<file path="config.mk">
export PLATFORM = sky130hd
export DESIGN_NAME = bram_arbiter
export DESIGN_NICKNAME = d
export VERILOG_FILES = /design/src/rtl/bram_arbiter_pkg.sv /design/src/rtl/bram_arbiter_rr_arbiter.sv /design/src/rtl/bram_arbiter.sv
export SDC_FILE = /design/constraint.sdc
export NUM_CORES = 1
export LEC_CHECK = 0
export ABC_CLOCK_PERIOD_IN_PS = 1700
export BUFFER_PORTS_ARGS = -buffer_cell sky130_fd_sc_hd__buf_4
export CORE_AREA = 5 5 149 151
export CTS_CLUSTER_DIAMETER = 120
export CTS_CLUSTER_SIZE = 16
export DETAILED_ROUTE_END_ITERATION = 6
export DIE_AREA = 0 0 154 156
export GPL_TIMING_DRIVEN = 1
export PLACE_DENSITY = 0.36
export SKIP_LAST_GASP = 1
export SYNTH_ARGS = -nofsm -noshare
export SYNTH_HDL_FRONTEND = slang
export SYNTH_SLANG_ARGS = --single-unit
</file>
<file path="constraint.sdc">
create_clock -name clk -period 1.7 [get_ports clk]
set_input_delay 0 -clock clk [delete_from_list [all_inputs] [get_ports clk]]
set_output_delay 0 -clock clk [all_outputs]
set_load 0.02 [all_outputs]
</file>
<file path="src/rtl/bram_arbiter_pkg.sv">
// rtl/bram_arbiter_pkg.sv - shared types and read-latency constant for bram_arbiter
// BRAM_ARBITER_RDREG_EN selects the registered read-data path (latency 2).
package bram_arbiter_pkg;

    localparam int MAX_REQ = 8;

    function automatic int clog2_min1(input int n);
        int w;
        w = 1;
        while ((1 << w) < n) begin
            w = w + 1;
        end
        return w;
    endfunction

    localparam int REQ_IDX_W = clog2_min1(MAX_REQ);

    typedef logic [REQ_IDX_W-1:0] req_idx_t;

`ifdef BRAM_ARBITER_RDREG_EN
    localparam int RD_LATENCY = 2;
`else
    localparam int RD_LATENCY = 1;
`endif

endpackage

</file>
<file path="src/rtl/bram_arbiter_rr_arbiter.sv">
// rtl/bram_arbiter_rr_arbiter.sv - round-robin grant logic owning the priority pointer
module rr_arbiter
    import bram_arbiter_pkg::*;
#(
    parameter int N = 2
) (
    input  logic         clk,
    input  logic         rstn,
    input  logic [N-1:0] req,
    input  logic         advance,
    output logic [N-1:0] gnt,
    output req_idx_t     gnt_idx
);

    localparam int PW = (N > 1) ? $clog2(N) : 1;

    logic [PW-1:0] ptr_q;
    logic [PW-1:0] ptr_d;

    // Search upward from the pointer, wrapping at N; first hit wins.
    always_comb begin
        int          idx;
        logic [PW-1:0] idx_w;
        logic        found;
        gnt     = '0;
        gnt_idx = '0;
        found   = 1'b0;
        idx     = 0;
        idx_w   = '0;
        for (int off = 0; off < N; off++) begin
            idx = int'(ptr_q) + off;
            if (idx >= N) begin
                idx = idx - N;
            end
            idx_w = PW'(idx);
            if (!found && req[idx_w]) begin
                found      = 1'b1;
                gnt[idx_w] = 1'b1;
                gnt_idx    = req_idx_t'(idx);
            end
        end
    end

    always_comb begin
        int nxt;
        nxt   = int'(gnt_idx) + 1;
        ptr_d = ptr_q;
        if (advance) begin
            ptr_d = (nxt >= N) ? '0 : PW'(nxt);
        end
    end

    always_ff @(posedge clk or negedge rstn) begin
        if (!rstn) begin
            ptr_q <= '0;
        end else begin
            ptr_q <= ptr_d;
        end
    end

endmodule

</file>
<file path="src/rtl/bram_arbiter.sv">
// rtl/bram_arbiter.sv - round-robin sharing of one single-port BRAM among NUM_REQ requesters
// BRAM_ARBITER_RDREG_EN adds an output register on read data (response latency 2).
module bram_arbiter
    import bram_arbiter_pkg::*;
#(
    parameter int NUM_REQ         = 2,
    parameter int DATA_WIDTH      = 64,
    parameter int BRAM_ADDR_WIDTH = 12
) (
    input  logic                                 clk,
    input  logic                                 rstn,
    input  logic [NUM_REQ-1:0]                   req_valid,
    output logic [NUM_REQ-1:0]                   req_ready,
    input  logic [NUM_REQ*DATA_WIDTH/8-1:0]      req_we,
    input  logic [NUM_REQ*BRAM_ADDR_WIDTH-1:0]   req_addr,
    input  logic [NUM_REQ*DATA_WIDTH-1:0]        req_wrdata,
    output logic [NUM_REQ-1:0]                   rsp_valid,
    output logic [DATA_WIDTH-1:0]                rsp_rddata,
    output logic                                 bram_en,
    output logic [DATA_WIDTH/8-1:0]              bram_we,
    output logic [BRAM_ADDR_WIDTH-1:0]           bram_addr,
    output logic [DATA_WIDTH-1:0]                bram_wrdata,
    input  logic [DATA_WIDTH-1:0]                bram_rddata
);

    localparam int BW = DATA_WIDTH / 8;

    logic [NUM_REQ-1:0] gnt;
    req_idx_t           gnt_idx;
    logic               any_gnt;
    logic               rd_fire;

    rr_arbiter #(
        .N(NUM_REQ)
    ) u_rr (
        .clk     (clk),
        .rstn    (rstn),
        .req     (req_valid),
        .advance (any_gnt),
        .gnt     (gnt),
        .gnt_idx (gnt_idx)
    );

    // Reset is asynchronous, so the combinational grant is gated directly by rstn.
    assign req_ready = gnt & {NUM_REQ{rstn}};
    assign any_gnt   = |req_ready;

    always_comb begin
        bram_en     = any_gnt;
        bram_we     = '0;
        bram_addr   = '0;
        bram_wrdata = '0;
        if (any_gnt) begin
            bram_we     = req_we[int'(gnt_idx)*BW +: BW];
            bram_addr   = req_addr[int'(gnt_idx)*BRAM_ADDR_WIDTH +: BRAM_ADDR_WIDTH];
            bram_wrdata = req_wrdata[int'(gnt_idx)*DATA_WIDTH +: DATA_WIDTH];
        end
    end

    assign rd_fire = any_gnt && (bram_we == '0);

    logic     rd_vld_q;
    logic     rd_vld_d;
    req_idx_t rd_idx_q;
    req_idx_t rd_idx_d;

    assign rd_vld_d = rd_fire;
    assign rd_idx_d = rd_fire ? gnt_idx : rd_idx_q;

    always_ff @(posedge clk or negedge rstn) begin
        if (!rstn) begin
            rd_vld_q <= 1'b0;
            rd_idx_q <= '0;
        end else begin
            rd_vld_q <= rd_vld_d;
            rd_idx_q <= rd_idx_d;
        end
    end

    logic     rsp_vld_w;
    req_idx_t rsp_idx_w;

`ifdef BRAM_ARBITER_RDREG_EN
    logic                  out_vld_q;
    logic                  out_vld_d;
    req_idx_t              out_idx_q;
    req_idx_t              out_idx_d;
    logic [DATA_WIDTH-1:0] out_data_q;
    logic [DATA_WIDTH-1:0] out_data_d;

    assign out_vld_d  = rd_vld_q;
    assign out_idx_d  = rd_idx_q;
    assign out_data_d = rd_vld_q ? bram_rddata : out_data_q;

    always_ff @(posedge clk or negedge rstn) begin
        if (!rstn) begin
            out_vld_q  <= 1'b0;
            out_idx_q  <= '0;
            out_data_q <= '0;
        end else begin
            out_vld_q  <= out_vld_d;
            out_idx_q  <= out_idx_d;
            out_data_q <= out_data_d;
        end
    end

    assign rsp_vld_w  = out_vld_q;
    assign rsp_idx_w  = out_idx_q;
    assign rsp_rddata = out_data_q;
`else
    assign rsp_vld_w  = rd_vld_q;
    assign rsp_idx_w  = rd_idx_q;
    assign rsp_rddata = bram_rddata;
`endif

    always_comb begin
        rsp_valid = '0;
        for (int i = 0; i < NUM_REQ; i++) begin
            rsp_valid[i] = rsp_vld_w && (rsp_idx_w == req_idx_t'(i));
        end
    end

endmodule

</file>
---- Word-level counts from Yosys, hierarchy flattened ----
Index checks and enable logic that the tools add are counted.
storage, ports and cells
  logic and storage cells ................. 50
  flip-flop bits (word level) ............. 5
  input port bits ......................... 236
operators by class
  equality and inequality tests ........... 1
  muxes and demuxes ....................... 19
  reduce and logical (&&, ||, !) cells .... 10
  bitwise logic cells ..................... 2
  shift operators ......................... 3
  $lt $le $gt $ge ......................... 7
  multipliers ............................. 1
  add/sub/neg operators ................... 4
operators with widths
  cell                   number
  $shiftx A128 B10 Y64   1
  $ge A32 B3 Y1 const B  2
  $mux W64               1
  $shiftx A24 B8 Y12     1
  $shiftx A16 B7 Y8      1
  $mux W12               1
  $mux W3                4
  $logic_not A8 Y1       1
  $mux W1                8
  $mux W8                1
  $logic_and A1 B1 Y1    6
  $mul A3 B2 Y5 const B  1
  $add A3 B1 Y4 const B  1
  $lt A1 B2 Y1 const B   2
  $mux W2                2
  $eq A3 B1 Y1 const B   1
  $logic_not A3 Y1       1
  $sub A1 B2 Y3 const B  1
  $sub A3 B3 Y3 const B  1
  $add A1 B1 Y2 const B  1
  $and A2 B2 Y2          1
  $demux W1 S1           2
  $ge A1 B1 Y1 const B   2
  $ge A1 B2 Y1 const B   1
  3 further kinds        3

---- Logic depth before layout (Yosys ltp) ----
  depth after elaboration ................. 14
  mapped depth ............................ 6

---- Cells and area by module ----
A second synthesis with hierarchy kept.
second synthesis, totals
  cell total of the unflattened synthesis .. 297
  area total of the unflattened synthesis .. 2157.1 um2
by module, submodules not included
  module        cells each  area an instance (um2)  seq. area each (um2)  instances
  bram_arbiter  287         2054.5                  100.1                 1
  rr_arbiter    10          102.6                   25.0                  1

---- Worst setup path before layout ----
OpenSTA, ideal clock, no wires.
  kind .................................... reg2out
  start ................................... register u_rr.ptr_q
  end ..................................... output port bram_wrdata[10]
  stages on the path, launching flop included .. 7
  slack ................................... 0.117 ns
  path buffers ............................ 2
  arrival ................................. 1.583 ns
  path through ............................ dfrtp_1 > nand2b_1 > and2_1 > buf_2 > clkbuf_1 > nand2_1 > a21oi_1
on the way
  word-level cells in the longest chain between the ends .. 12
  elaborated cells between the ends (all ways) .. 33
  those cells by class .................... add/sub (3); order compare (6); shift (1); mux (16); bitwise (2); reduce/logical (5)
ends and longest elaborated chain
  item                                                                    RTL line                       RTL
  from (decl)                                                             bram_arbiter_rr_arbiter.sv:17  logic [PW-1:0] ptr_q;
  from (signal assigned)                                                  bram_arbiter_rr_arbiter.sv:57  ptr_q <= ptr_d;
  parallel branches: the longest is 11 deep, another holds $ge A32 B3 Y1  --
  $mux W64 (*)                                                            bram_arbiter.sv:53             if (any_gnt) begin
  to (decl)                                                               bram_arbiter.sv:22             output logic [DATA_WIDTH-1:0] bram_wrdata,
Every way passes the cells marked *. The select of a mux whose other input is x is not followed.

---- Worst setup path after layout ----
  start ................................... register u_rr.ptr_q
  end ..................................... output port bram_wrdata[59]
Same word-level chain as after synthesis.

==> out/summary.txt <==
Max_cap viols - 0
Critical Path AT - 1660 ps
Nets - 784
Clk_lat worst skew - 220 ps
Crit-path max FO - 36
P_leak - 2.01 nW
Max clock buf depth - 2
Synth cell count leaders - 163 x nand2_1, 82 x a21oi_1, 64 x buf_4
Crit path max-delay family - simple AND/OR/NAND/NOR gates
Largest net degree at the start of global routing - 83
Yosys Warn Count - 0
Worst path required time - 1700 ps
Crit share post-route - 97.4%
Yosys reg bits - 3
Layout area overhead - 106%
Bufs and invs on worst path - 2
Asr flop ratio synth - 100%
First-pass GRT wire length - 17,700 microns
Die Span Y - 156 microns
# fillers - 2,445
Dpl ws - 91.8 ps
Die W - 154 microns
Cell Area, Synth - 1870 sq um
Initial antenna violation count - 0
DRC errors left - 0
Count leader, synth - nand2_1
Final WS setup - 44.6 ps
Max-slew headroom - 72.0%
Crit path kind - reg2out
Worst vdd ir - 0.246 mV
Leading area contributor after synthesis - nand2_1
Register area share after synthesis - 4.01%
CTS H-tree depth - 1
Reg clk slew, reported paths - 30 ps
Slew @ Worst Pin - 420 ps
Detail Route Antenna Nets - 0
GR Overflow Total - 0
Post-Synthesis Cells - 365
Cell Rows - 53
CP Launch Type - flop
Core ar. - 20,700 sq um
CP Capture Type - output port
Post-DP HPWL - 9570 microns
Dominant cells by area after synthesis - nand2_1 33%, buf_4 26%, a21oi_1 22%
Number of global-route vias before repair - 3,127
Pwr dens - 446 nW/um^2
Via density - 3.64
Fin. Hold Viols - 0
Ant diodes - 0
Top FF cell, synth - dfrtp_1
Setup-failing EPs final - 0
Die ar. - 24,000 sq um
Setup Fix Bufs, Post-CTS - 0
Status - finished clean
CP max stage cell - dfrtp_1
Layout Skew - 4.05 ps
Port bufs - 260
Total Wirelength - 12,300 microns
Cell variety after synth - 25
Pins Over Slew Limit - 0
Crit path cell chain - nand2b_4, and2_4, buf_12, nand2_1, a21oi_1, buf_4
Initial core utilization - 9.04%
Total number of clock tree sinks - 3
DRT Pass-1 Iters - 4
RSZ-0062 raised after global routing - yes
Min-Delay Path Class - in2out
Fin crit period - 1660 ps
Synth top area share - 32.7%
DR vias - 2,996
Syn Nets - 601
CTS root buf - clkbuf_16
CTS Buf Count - 3
Worst path max stage delay - 380 ps
Syn avg cell area - 5.12 sq um
# IOs - 389
Final Power - 1.72 mW
TritonCTS clock tree - done
Placer Congestion - 0.726
Max Freq - 604 MHz
Gr usage total - 9.19%
Iteration-0 DRC Markers - 120
Share of cells above drive strength 1 - 51.0%
Average wire per standard cell - 15.0 microns
EDFF count, synth - 0
-- where the power goes --
| group | internal (mW) | leakage (nW) | total [mW] | switching [mW] |
|---|---|---|---|---|
| registers | 0.0785 | 0.0389 | 0.0853 | 0.00679 |
| clock network | 0.310 | 0.0382 | 0.375 | 0.0658 |
| logic | 0.615 | 1.93 | 1.26 | 0.648 |
| total | 1.00 | 2.01 | 1.72 | 0.721 |
-- cell families (layout without fill, tap and decap cells) --
logic type,count (synthesis),count (layout),synth area share [%]
simple gates,175,175,37.1
mux,1,1,0.602
buf+inv,94,276,32.0
compound gates,92,92,26.4
flops,3,3,4.01
-- layer usage --
layer,track usage (%),part of all wire [%],up-vias
met5,0,0,-
met4,3.78,3.7,0
met3,2.94,9.5,50
met2,16.4,51,181
met1,10.0,36,1288
li1,-,-,1477
-- layout by cell type (no fill, tap or decap), types with 2 or more instances in the layout --
cell         n
a21oi_1     81
dfrtp_1      3
buf_4      261
inv_1        3
buf_12       5
a22oi_1      2
nand2_1    162
nor2b_1      3
clkbuf_16    4
and2_1       2
-- sequential cells by signal, indices dropped and copies added, names as in the netlist --
name        flops
rd_idx_q        1
u_rr.ptr_q      1
rd_vld_q        1
-- area by class of cell --
type | count | area [sq um] | share of cell area [%]
timing repair buffer | 269 | 2120 | 55.0
multi-input combinational | 268 | 1230 | 31.9
tap | 275 | 344 | 8.91
clock buffer | 4 | 78.8 | 2.04
sequential | 3 | 75.1 | 1.94
inverter | 3 | 11.3 | 0.292
-- timing repair --
action / 4_1_cts / 5_1_grt
hold buffers: 1 / 0
cloned: 1 / 1
endpoints found under the hold margin: 3 / 0
endpoints found under the setup margin: 82 / 31
resized for setup: 3 / 2
-- final timing paths --
| path | from | end | slack [ps] | depth (start not counted) |
|---|---|---|---|---|
| min in group asynchronous | rstn | rd_vld_q | 180 | 2 |
| hold / removal | bram_rddata[41] | rsp_rddata[41] | 0.007 | 0 |
| setup reg to reg | u_rr.ptr_q | rd_idx_q[0] | 150 | 4 |
| setup / recovery | u_rr.ptr_q | bram_wrdata[59] | 40 | 6 |
| max in group asynchronous | rstn | rd_idx_q[0] | 1370 | 2 |
| hold reg to reg | u_rr.ptr_q | u_rr.ptr_q | 520 | 1 |
-- worst reg2reg max path, stage by stage (launching register included) --
cell and delay, ps:
dfrtp_1 400, a21boi_1 310, a32o_1 190, o2111a_2 220
mux2_1 310
-- stage by stage --
step / hold slack (ps) / std cells / util, % / area (sq um) / setup TNS [ps]
final: 0.00650 / 822 / 18.7 / 3860 / 0
after global routing: 0.0292 / 822 / 18.7 / 3860 / -359
after CTS: 0.137 / 821 / 18.5 / 3840 / 0
after detailed placement: -161 / 815 / 17.9 / 3700 / 0
after global placement: -162 / 815 / 17.9 / 3700 / 0
after floorplan: -296 / 365 / - / 1870 / 0
Power figures use the tool's default switching activity.
